==> src/rtl/mdu_pkg.sv <==
// rtl/mdu_pkg.sv - shared encodings and defaults for the multiply/divide unit
package mdu_pkg;

    localparam int DEFAULT_WIDTH = 32;

    localparam logic [1:0] OP_MULT  = 2'b00;
    localparam logic [1:0] OP_MULTU = 2'b01;
    localparam logic [1:0] OP_DIV   = 2'b10;
    localparam logic [1:0] OP_DIVU  = 2'b11;

    typedef enum logic [1:0] {
        IDLE = 2'b00,
        MUL  = 2'b01,
        DIV  = 2'b10,
        FIX  = 2'b11
    } mdu_state_t;

    function automatic logic op_is_div(input logic [1:0] op);
        return op[1];
    endfunction

    function automatic logic op_is_signed(input logic [1:0] op);
        return ~op[0];
    endfunction

endpackage

==> src/rtl/mdu_negate.sv <==
// rtl/mdu_negate.sv - conditional two's-complement negation of an N-bit value
module mdu_negate #(
    parameter int N = 32
) (
    input  logic         en,
    input  logic [N-1:0] din,
    output logic [N-1:0] dout
);

    assign dout = en ? (~din + N'(1)) : din;

endmodule

==> src/rtl/mult_div_unit.sv <==
// rtl/mult_div_unit.sv - iterative MULT/MULTU/DIV/DIVU unit owning the HI/LO registers
import mdu_pkg::*;

module mult_div_unit #(
    parameter int WIDTH = DEFAULT_WIDTH,
    parameter int CNT_W = 6
) (
    input  logic             clk,
    input  logic             reset,
    input  logic             start,
    input  logic [1:0]       op,
    input  logic [WIDTH-1:0] src_a,
    input  logic [WIDTH-1:0] src_b,
    input  logic             hilo_we,
    input  logic             hilo_sel,
    input  logic [WIDTH-1:0] hilo_wd,
    output logic             busy,
    output logic             done,
    output logic             div_by_zero,
    output logic [WIDTH-1:0] hi,
    output logic [WIDTH-1:0] lo
);

    mdu_state_t         state, state_nxt;
    logic [CNT_W-1:0]   cnt;
    logic [2*WIDTH-1:0] acc;
    logic [WIDTH-1:0]   opb;
    logic               is_div_q;
    logic               neg_res;
    logic               neg_rem;
    logic               dbz_pend;
    logic               done_q;
    logic               dbz_q;
    logic [WIDTH-1:0]   hi_q;
    logic [WIDTH-1:0]   lo_q;

    logic               sign_a, sign_b;
    logic [WIDTH-1:0]   abs_a, abs_b;
    logic               b_zero;
    logic               last_iter;

    logic [WIDTH:0]     mul_sum;
    logic [2*WIDTH-1:0] mul_step;
    logic [WIDTH:0]     rem_sh;
    logic               div_fits;
    logic [WIDTH-1:0]   div_diff;
    logic [2*WIDTH-1:0] div_step;

    logic [2*WIDTH-1:0] res_fix;
    logic [WIDTH-1:0]   rem_fix;

    assign sign_a    = op_is_signed(op) & src_a[WIDTH-1];
    assign sign_b    = op_is_signed(op) & src_b[WIDTH-1];
    assign b_zero    = (src_b == '0);
    assign last_iter = (cnt == CNT_W'(WIDTH - 1));

    mdu_negate #(.N(WIDTH)) u_abs_a (
        .en   (sign_a),
        .din  (src_a),
        .dout (abs_a)
    );

    mdu_negate #(.N(WIDTH)) u_abs_b (
        .en   (sign_b),
        .din  (src_b),
        .dout (abs_b)
    );

    // Low half of the 2*WIDTH negation doubles as the negated quotient.
    mdu_negate #(.N(2*WIDTH)) u_fix_res (
        .en   (neg_res),
        .din  (acc),
        .dout (res_fix)
    );

    mdu_negate #(.N(WIDTH)) u_fix_rem (
        .en   (neg_rem),
        .din  (acc[2*WIDTH-1:WIDTH]),
        .dout (rem_fix)
    );

    // Multiply: acc = {partial product, remaining multiplier bits}.
    assign mul_sum  = {1'b0, acc[2*WIDTH-1:WIDTH]} + {1'b0, opb};
    assign mul_step = acc[0] ? {mul_sum, acc[WIDTH-1:1]}
                             : {1'b0, acc[2*WIDTH-1:1]};

    // Divide: acc = {partial remainder, dividend/quotient bits}.
    assign rem_sh   = acc[2*WIDTH-1:WIDTH-1];
    assign div_fits = (rem_sh >= {1'b0, opb});
    assign div_diff = rem_sh[WIDTH-1:0] - opb;
    assign div_step = div_fits ? {div_diff, acc[WIDTH-2:0], 1'b1}
                               : {acc[2*WIDTH-2:0], 1'b0};

    always_comb begin
        state_nxt = state;
        case (state)
            IDLE: begin
                if (start) begin
                    if (op_is_div(op) && b_zero) state_nxt = FIX;
                    else if (op_is_div(op))      state_nxt = DIV;
                    else                         state_nxt = MUL;
                end
            end
            MUL, DIV: begin
                if (last_iter) state_nxt = FIX;
            end
            FIX:     state_nxt = IDLE;
            default: state_nxt = IDLE;
        endcase
    end

    always_ff @(posedge clk or negedge reset) begin
        if (!reset) begin
            state    <= IDLE;
            cnt      <= '0;
            acc      <= '0;
            opb      <= '0;
            is_div_q <= 1'b0;
            neg_res  <= 1'b0;
            neg_rem  <= 1'b0;
            dbz_pend <= 1'b0;
            done_q   <= 1'b0;
            dbz_q    <= 1'b0;
            hi_q     <= '0;
            lo_q     <= '0;
        end else begin
            state  <= state_nxt;
            done_q <= 1'b0;
            dbz_q  <= 1'b0;
            case (state)
                IDLE: begin
                    if (hilo_we) begin
                        if (hilo_sel) hi_q <= hilo_wd;
                        else          lo_q <= hilo_wd;
                    end
                    if (start) begin
                        cnt      <= '0;
                        is_div_q <= op_is_div(op);
                        neg_res  <= sign_a ^ sign_b;
                        neg_rem  <= sign_a;
                        dbz_pend <= op_is_div(op) & b_zero;
                        acc      <= {{WIDTH{1'b0}}, (op_is_div(op) ? abs_a : abs_b)};
                        opb      <= op_is_div(op) ? abs_b : abs_a;
                    end
                end
                MUL: begin
                    acc <= mul_step;
                    cnt <= cnt + CNT_W'(1);
                end
                DIV: begin
                    acc <= div_step;
                    cnt <= cnt + CNT_W'(1);
                end
                FIX: begin
                    done_q <= 1'b1;
                    if (dbz_pend) begin
                        dbz_q <= 1'b1;
                    end else begin
                        hi_q <= is_div_q ? rem_fix : res_fix[2*WIDTH-1:WIDTH];
                        lo_q <= res_fix[WIDTH-1:0];
                    end
                end
                default: ;
            endcase
        end
    end

    assign busy        = (state == MUL) || (state == DIV);
    assign done        = done_q;
    assign div_by_zero = dbz_q;
    assign hi          = hi_q;
    assign lo          = lo_q;

endmodule

==> config.mk <==
export PLATFORM = sky130hd
export DESIGN_NAME = mult_div_unit
export DESIGN_NICKNAME = d
export VERILOG_FILES = /design/src/rtl/mdu_pkg.sv /design/src/rtl/mdu_negate.sv /design/src/rtl/mult_div_unit.sv
export SDC_FILE = /design/constraint.sdc
export NUM_CORES = 1
export LEC_CHECK = 0
export BUFFER_PORTS_ARGS = -buffer_cell sky130_fd_sc_hd__clkbuf_2
export CORE_MARGIN = 1
export CORE_UTILIZATION = 35
export CTS_BUF_LIST = sky130_fd_sc_hd__clkbuf_4 sky130_fd_sc_hd__clkbuf_8 sky130_fd_sc_hd__clkbuf_16
export DETAILED_ROUTE_END_ITERATION = 6
export HOLD_SLACK_MARGIN = 0.02
export PLACE_DENSITY = 0.53
export SLEW_MARGIN = 0
export SYNTH_ARGS = -nofsm -noshare
export SYNTH_HDL_FRONTEND = slang
export SYNTH_HIERARCHICAL = 1
export SYNTH_SLANG_ARGS = --single-unit
==> constraint.sdc <==
create_clock -name clk -period 3.25 [get_ports clk]
set_clock_uncertainty 0.2 [all_clocks]
set_input_delay 0.325 -clock clk [delete_from_list [all_inputs] [get_ports clk]]
set_output_delay 0.325 -clock clk [all_outputs]
set_load 0.02 [all_outputs]
# == Word-level counts from Yosys, hierarchy flattened ==
# Index checks and enable logic that the tools add are counted.
# op_classes
n_addsub,7
mul,0
div,0
n_lt_le_gt_ge,1
eq_ne,10
n_shift,0
n_mux,29
bitwise,9
reduce_logical,14
# op_table
cell,count
32-bit two-way mux,12
64-bit two-way mux,4
64-bit case mux with 3 select lines,1
32-bit case mux with 2 select lines,2
32-bit by 1-bit adder with 32-bit output (second input constant),3
32-bit inverter,3
64-bit by 1-bit adder with 64-bit output (second input constant),1
64-bit inverter,1
32-bit by 32-bit adder with 33-bit output,1
33-bit by 32-bit >= comparator with 1-bit output,1
32-bit logical NOT,1
32-bit subtractor,1
6-bit case mux with 2 select lines,1
2-bit != test (second input constant),5
2-bit two-way mux,4
2-bit AND reduction,4
4-bit AND reduction,2
6-bit by 1-bit adder with 6-bit output (second input constant),1
6-bit by 5-bit == test with 1-bit output (second input constant),1
6-bit two-way mux,1
2-bit case mux with 3 select lines,1
2-bit == test (second input constant),2
2-bit nonzero test,2
1-bit bitwise AND,3
other kinds (10),12
# word_totals
reg_bits,174
latch_bits,0
ramBits,0
romBits,0
inputBits,103
output_inout_bits,67
word_cells,82
n_memories,0

# == Logic depth before layout (Yosys ltp) ==
# depth
word_depth,6
ltp_mapped,14
depth_no_buf,13

# == By module ==
# The synthesis kept the hierarchy.
# modules_own_cells
module,n_inst,cells_per_inst,area_each_um2,seq_area_each_um2
mult_div_unit,1,1492,12838.6,4354.2
mdu_negate at u_abs_a ...,3,99,777.0,0.0
mdu_negate at u_fix_res,1,206,1649.1,0.0

# == Least setup slack after synthesis ==
# OpenSTA, ideal clock, no wires.
# synth_path
path_kind,reg2reg
from,register acc[32]
to,register acc[61]
setup_ns,0.126
arrival_time_ns,2.947
setup_slack_ns,-0.023
path_stages_with_launch,14
n_path_buf,1
cell_sequence,dfrtp_1 > ha_1 > inv_1 > fa_1 > nand2b_1 > a21o_1 > a211oi_1 > or3b_1 > buf_2 > a31oi_4 > o311ai_1 > o211ai_2 > xnor2_1 > a221o_1
# synth_between
elab_chain_cells,3
word_cells_on_any_way,6
# synth_lines
item,line,source
start: declaration,mult_div_unit.sv:26,logic [2*WIDTH-1:0] acc;
start signal: assignment,mult_div_unit.sv:142,"acc <= {{WIDTH{1'b0}}, (op_is_div(op) ? abs_a : abs_b)};"
start signal: assignment,mult_div_unit.sv:147,acc <= mul_step;
start signal: assignment,mult_div_unit.sv:151,acc <= div_step;
32-bit subtractor (tied with other cells),mult_div_unit.sv:90,assign div_diff = rem_sh[WIDTH-1:0] - opb;
"64-bit two-way mux, on equally long branches","mult_div_unit.sv:91, mult_div_unit.sv:84",
64-bit case mux with 3 select lines (*),mult_div_unit.sv:130,case (state)
# Every way passes the cells marked *; elsewhere a longest branch is shown, timed or not.
# A chain may end at the register's enable or synchronous reset.

# == Worst setup path in the final report ==
# layout_path
from,register opb[0]
to,register acc[60]
# layout_between
elab_chain_cells,3
word_cells_on_any_way,6
# layout_lines
item,line,source
start: declaration,mult_div_unit.sv:27,logic [WIDTH-1:0] opb;
start signal: assignment,mult_div_unit.sv:143,opb <= op_is_div(op) ? abs_b : abs_a;
32-bit subtractor (tied with other cells),mult_div_unit.sv:90,
"64-bit two-way mux, on equally long branches","mult_div_unit.sv:91, mult_div_unit.sv:84",
64-bit case mux with 3 select lines (*),mult_div_unit.sv:130,
# Marked as above.

==> impl_metrics.py <==
metrics = {
    "placement": {
        "gp_congestion": 0.932,
        "post-place-ws_ps": -112,
        "hpwl_um": 49600,
        "io_buffer_count": 169,
        "dpl-instance-area_um2": 19400,
    },
    "drt": {
        "drc_errors": 0,
        "wl_met1_um": 29000,
        "drt-initial-drc-count": 1291,
        "via_per_inst": 5.73,
        "dr_wl_met2_um": 28500,
        "vias": 16688,
        "top_layer": "met4",
        "drtAntennaViolNets": 0,
        "drtPass1Iterations": 6,
        "wl_per_cell_um": 21.7,
        "wl_met3_um": 3720,
        "postRouteWirelength_um": 63200,
    },
    "synthesis": {
        "synth_cell_types": 91,
        "synth-compound-area-share_pct": 25.9,
        "synthAdderAreaFrac_pct": 5.74,
        "ys_ff_latch": 174,
        "syn_nets": 2174,
        "synth_edf_count": 0,
        "synth-simple-area-share_pct": 19.4,
        "yosysSeqAreaShare_pct": 25.9,
        "synth_area_leaders": "dfrtp_1, xnor2_1, mux2i_1, o21ai_0, nand2_1",
        "synth-xor-area-share_pct": 10.9,
        "dominantRegCellSynth": "dfrtp_1",
        "syn_inst": 1995,
        "yosysWarnings": 6,
        "synth_top_family_by_area": "compound AO/OA/AOI/OAI gates",
        "async_flop_share_pct": 100,
        "syn_area_um2": 16800,
        "muxShareOfSynthArea_pct": 7.85,
        "synth_top_area_cell": "dfrtp_1",
        "syn_area_per_cell_um2": 8.43,
        "netlist.area_leader.share_pct": 25.9,
    },
    "global_route": {
        "globalRouteOverflowTotal": 0,
        "grt_max_degree": 92,
        "grt_pass1_vias": 16016,
        "grt_pass1_wl_um": 96800,
        "grt_usage_pct": 25.6,
        "antenna_found_initial": 0,
    },
    "critical_path": {
        "startpoint": "opb[0]",
        "worstPathMaxFanout": 3,
        "cp-start-kind": "flip-flop",
        "cp_cell_sequence": "buf_4 > ha_4 > inv_2 > fa_2 > a211oi_4 > o211ai_1 > buf_4 > a32oi_1 > buf_4 > a21oi_4 > a221oi_2 > xnor2_1 > a221oi_1 > nand2_1",
        "path_class": "flip-flop to flip-flop",
        "max_stage_delay_ps": 390,
        "worstReg2RegStart": "opb[0]",
        "end_kind": "flip-flop",
        "reg2reg_depth": 14,
        "cp.required_ps": 3430,
        "crit_arrival_ps": 3440,
        "slowest_stage": "dfrtp_1",
        "path_common_cell": "buf_4",
    },
    "sta": {
        "relSlewSlack_pct": 33.0,
        "max_freq_mhz": 307,
        "max_slew.worst_pin.slew_ps": 1010,
        "hold_viol": 0,
        "tns_ps": -5.83,
        "fin_crit_ps": 3260,
        "rsz0062_at_grt": "true",
        "fin_crit_sh_pct": 100,
        "setup_viol": 1,
        "drv_slew": 0,
        "setup_slack_ps": -5.83,
    },
    "outcome": {
        "status": "finished, violations left",
        "violations": "negative setup slack",
    },
    "clock_network": {
        "numCtsBuffers": 17,
        "htree_levels": 4,
        "cts-root-buf": "clkbuf_16",
        "clockBufferDepth": 2,
        "clk_latency_ps": 490,
        "cts.sinks": 174,
        "cts_tree": "done",
        "path_clk_slew_ps": 80,
    },
    "cells_and_area": {
        "ff_latch_area_um2": 4360,
        "n_antenna_cell": 0,
        "postLayoutCellArea_um2": 20700,
        "syn_to_final_growth_pct": 22.8,
        "drive_above_1_share_pct": 23.3,
        "nFillCells": 4669,
        "layout.nets": 2474,
        "multi_input_area_um2": 12000,
        "post-route-util_pct": 44.0,
    },
    "floorplanning": {
        "die_x_um": 221,
        "io_pins": 170,
        "initial_core_util_pct": 35.8,
        "rows": 79,
        "die_h_um": 221,
        "core_area_um2": 47000,
        "die_area_um2": 48900,
    },
    "power_and_ir_drop": {
        "peakVddDrop_mv": 0.662,
        "p_per_area_nw_per_um2": 980,
        "p_leak_nw": 8.85,
        "total_power_mw": 20.2,
    },
    "flow_run": {
        "cap_violations": 0,
    },
    "hold_path": {
        "hold_depth": 4,
        "hold_class": "input pin to flip-flop",
        "hp-start": "start",
    },
}
-- cell type report --
| type | instances | share of cell area, % |
|---|---|---|
| clock inverter | 12 | 0.618 |
| sequential | 174 | 21.1 |
| multi-input combinational | 1644 | 58.1 |
| inverter | 61 | 1.11 |
| clock buffer | 19 | 2.16 |
| timing repair buffer | 397 | 13.3 |
| tap | 607 | 3.68 |
-- critical path, delay by kind of cell, from the launching register on --
family                     cells  cell delay, ps
AOI/OAI and AO/OA              6            1360
buffers and inverters          4             520
adders and majority gates      2             490
DFF                            1             390
xor gates and xnor gates       1             110
and+or+nand+nor                1              90
-- cell families (layout without fill, tap and decap cells) --
group / count (synthesis) / after routing
AOI/OAI and AO/OA: 627 / 627
xor gates and xnor gates: 210 / 210
adders and majority gates: 76 / 76
buffers and inverters: 177 / 489
DFF: 174 / 174
muxes: 130 / 130
and+or+nand+nor: 601 / 601
-- layer usage --
layer	vias to the layer above	track usage, %
met5	-	0
met2	604	40.2
met4	0	9.34
met3	92	3.97
met1	7989	35.4
li1	8003	-
-- power by group --
group / internal (mW) / total [mW] / leakage [nW] / switching [mW]
combinational: 5.65 / 14.1 / 6.41 / 8.47
clock: 1.10 / 2.13 / 0.283 / 1.03
sequential: 3.11 / 3.98 / 2.16 / 0.868
-- path summary, 6_finish.rpt --
kind	slack (ps)	to
min in group asynchronous	210	lo[27]
max in group asynchronous	1820	lo[14]
worst min-delay path	70	is_div_q
worst max-delay path	-6	acc[60]
worst max register to register	-6	acc[60]
worst min register to register	280	hi[17]
-- flip-flops by register name, indices dropped and copies added (netlist names) --
register and count:
acc 64, hi 32, lo 32, opb 32
cnt 6, state 2, dbz_pend 1, div_by_zero 1
done 1, is_div_q 1, neg_rem 1, neg_res 1
-- cells in the final DEF (no fill, tap or decap), types with 40 or more instances in the layout --
cell type and count:
a211oi_1 41, nand2_1 247, xnor2_1 185, inv_1 57, clkbuf_2 167, mux2i_1 115
nor2b_1 40, nor2_1 89, o21ai_0 192, ha_1 67, a21oi_1 83, dfrtp_1 170
buf_4 187, o31ai_1 77
-- synth_stat cells (13+ instances only) --
cell type,instances
mux2i_1,115
nor4_1,22
a221oi_1,33
o41ai_2,16
xnor2_1,186
ha_1,74
nand2_1,248
a211oi_1,44
nor3_1,20
inv_1,60
buf_1,14
a21o_1,29
o21ai_0,196
or3_1,15
nand3_1,27
o31ai_1,79
nand2b_1,22
o41ai_1,23
a22oi_1,13
nor2b_1,42
nand4_1,25
a21oi_1,90
clkbuf_1,91
nor4_4,13
nor2_1,89
xor2_1,24
dfrtp_1,174
-- stage by stage --
step           hold WS, ps  std cells
2_1_floorplan         -171       1995
3_3_place_gp           177       2838
3_5_place_dp           184       2838
4_1_cts               34.7       2904
5_1_grt                102       2914
6_report              73.6       2914
-- what timing repair did --
item | CTS | global route
cloned | 0 | 1
hold buffers | 35 | 0
setup buffers | 0 | 9
hold endpoints to repair | 121 | 0
gates resized for setup | 9 | 39
pin swaps | 6 | 21
endpoints found under the setup margin | 9 | 36
(Power assumes the default switching activity.)
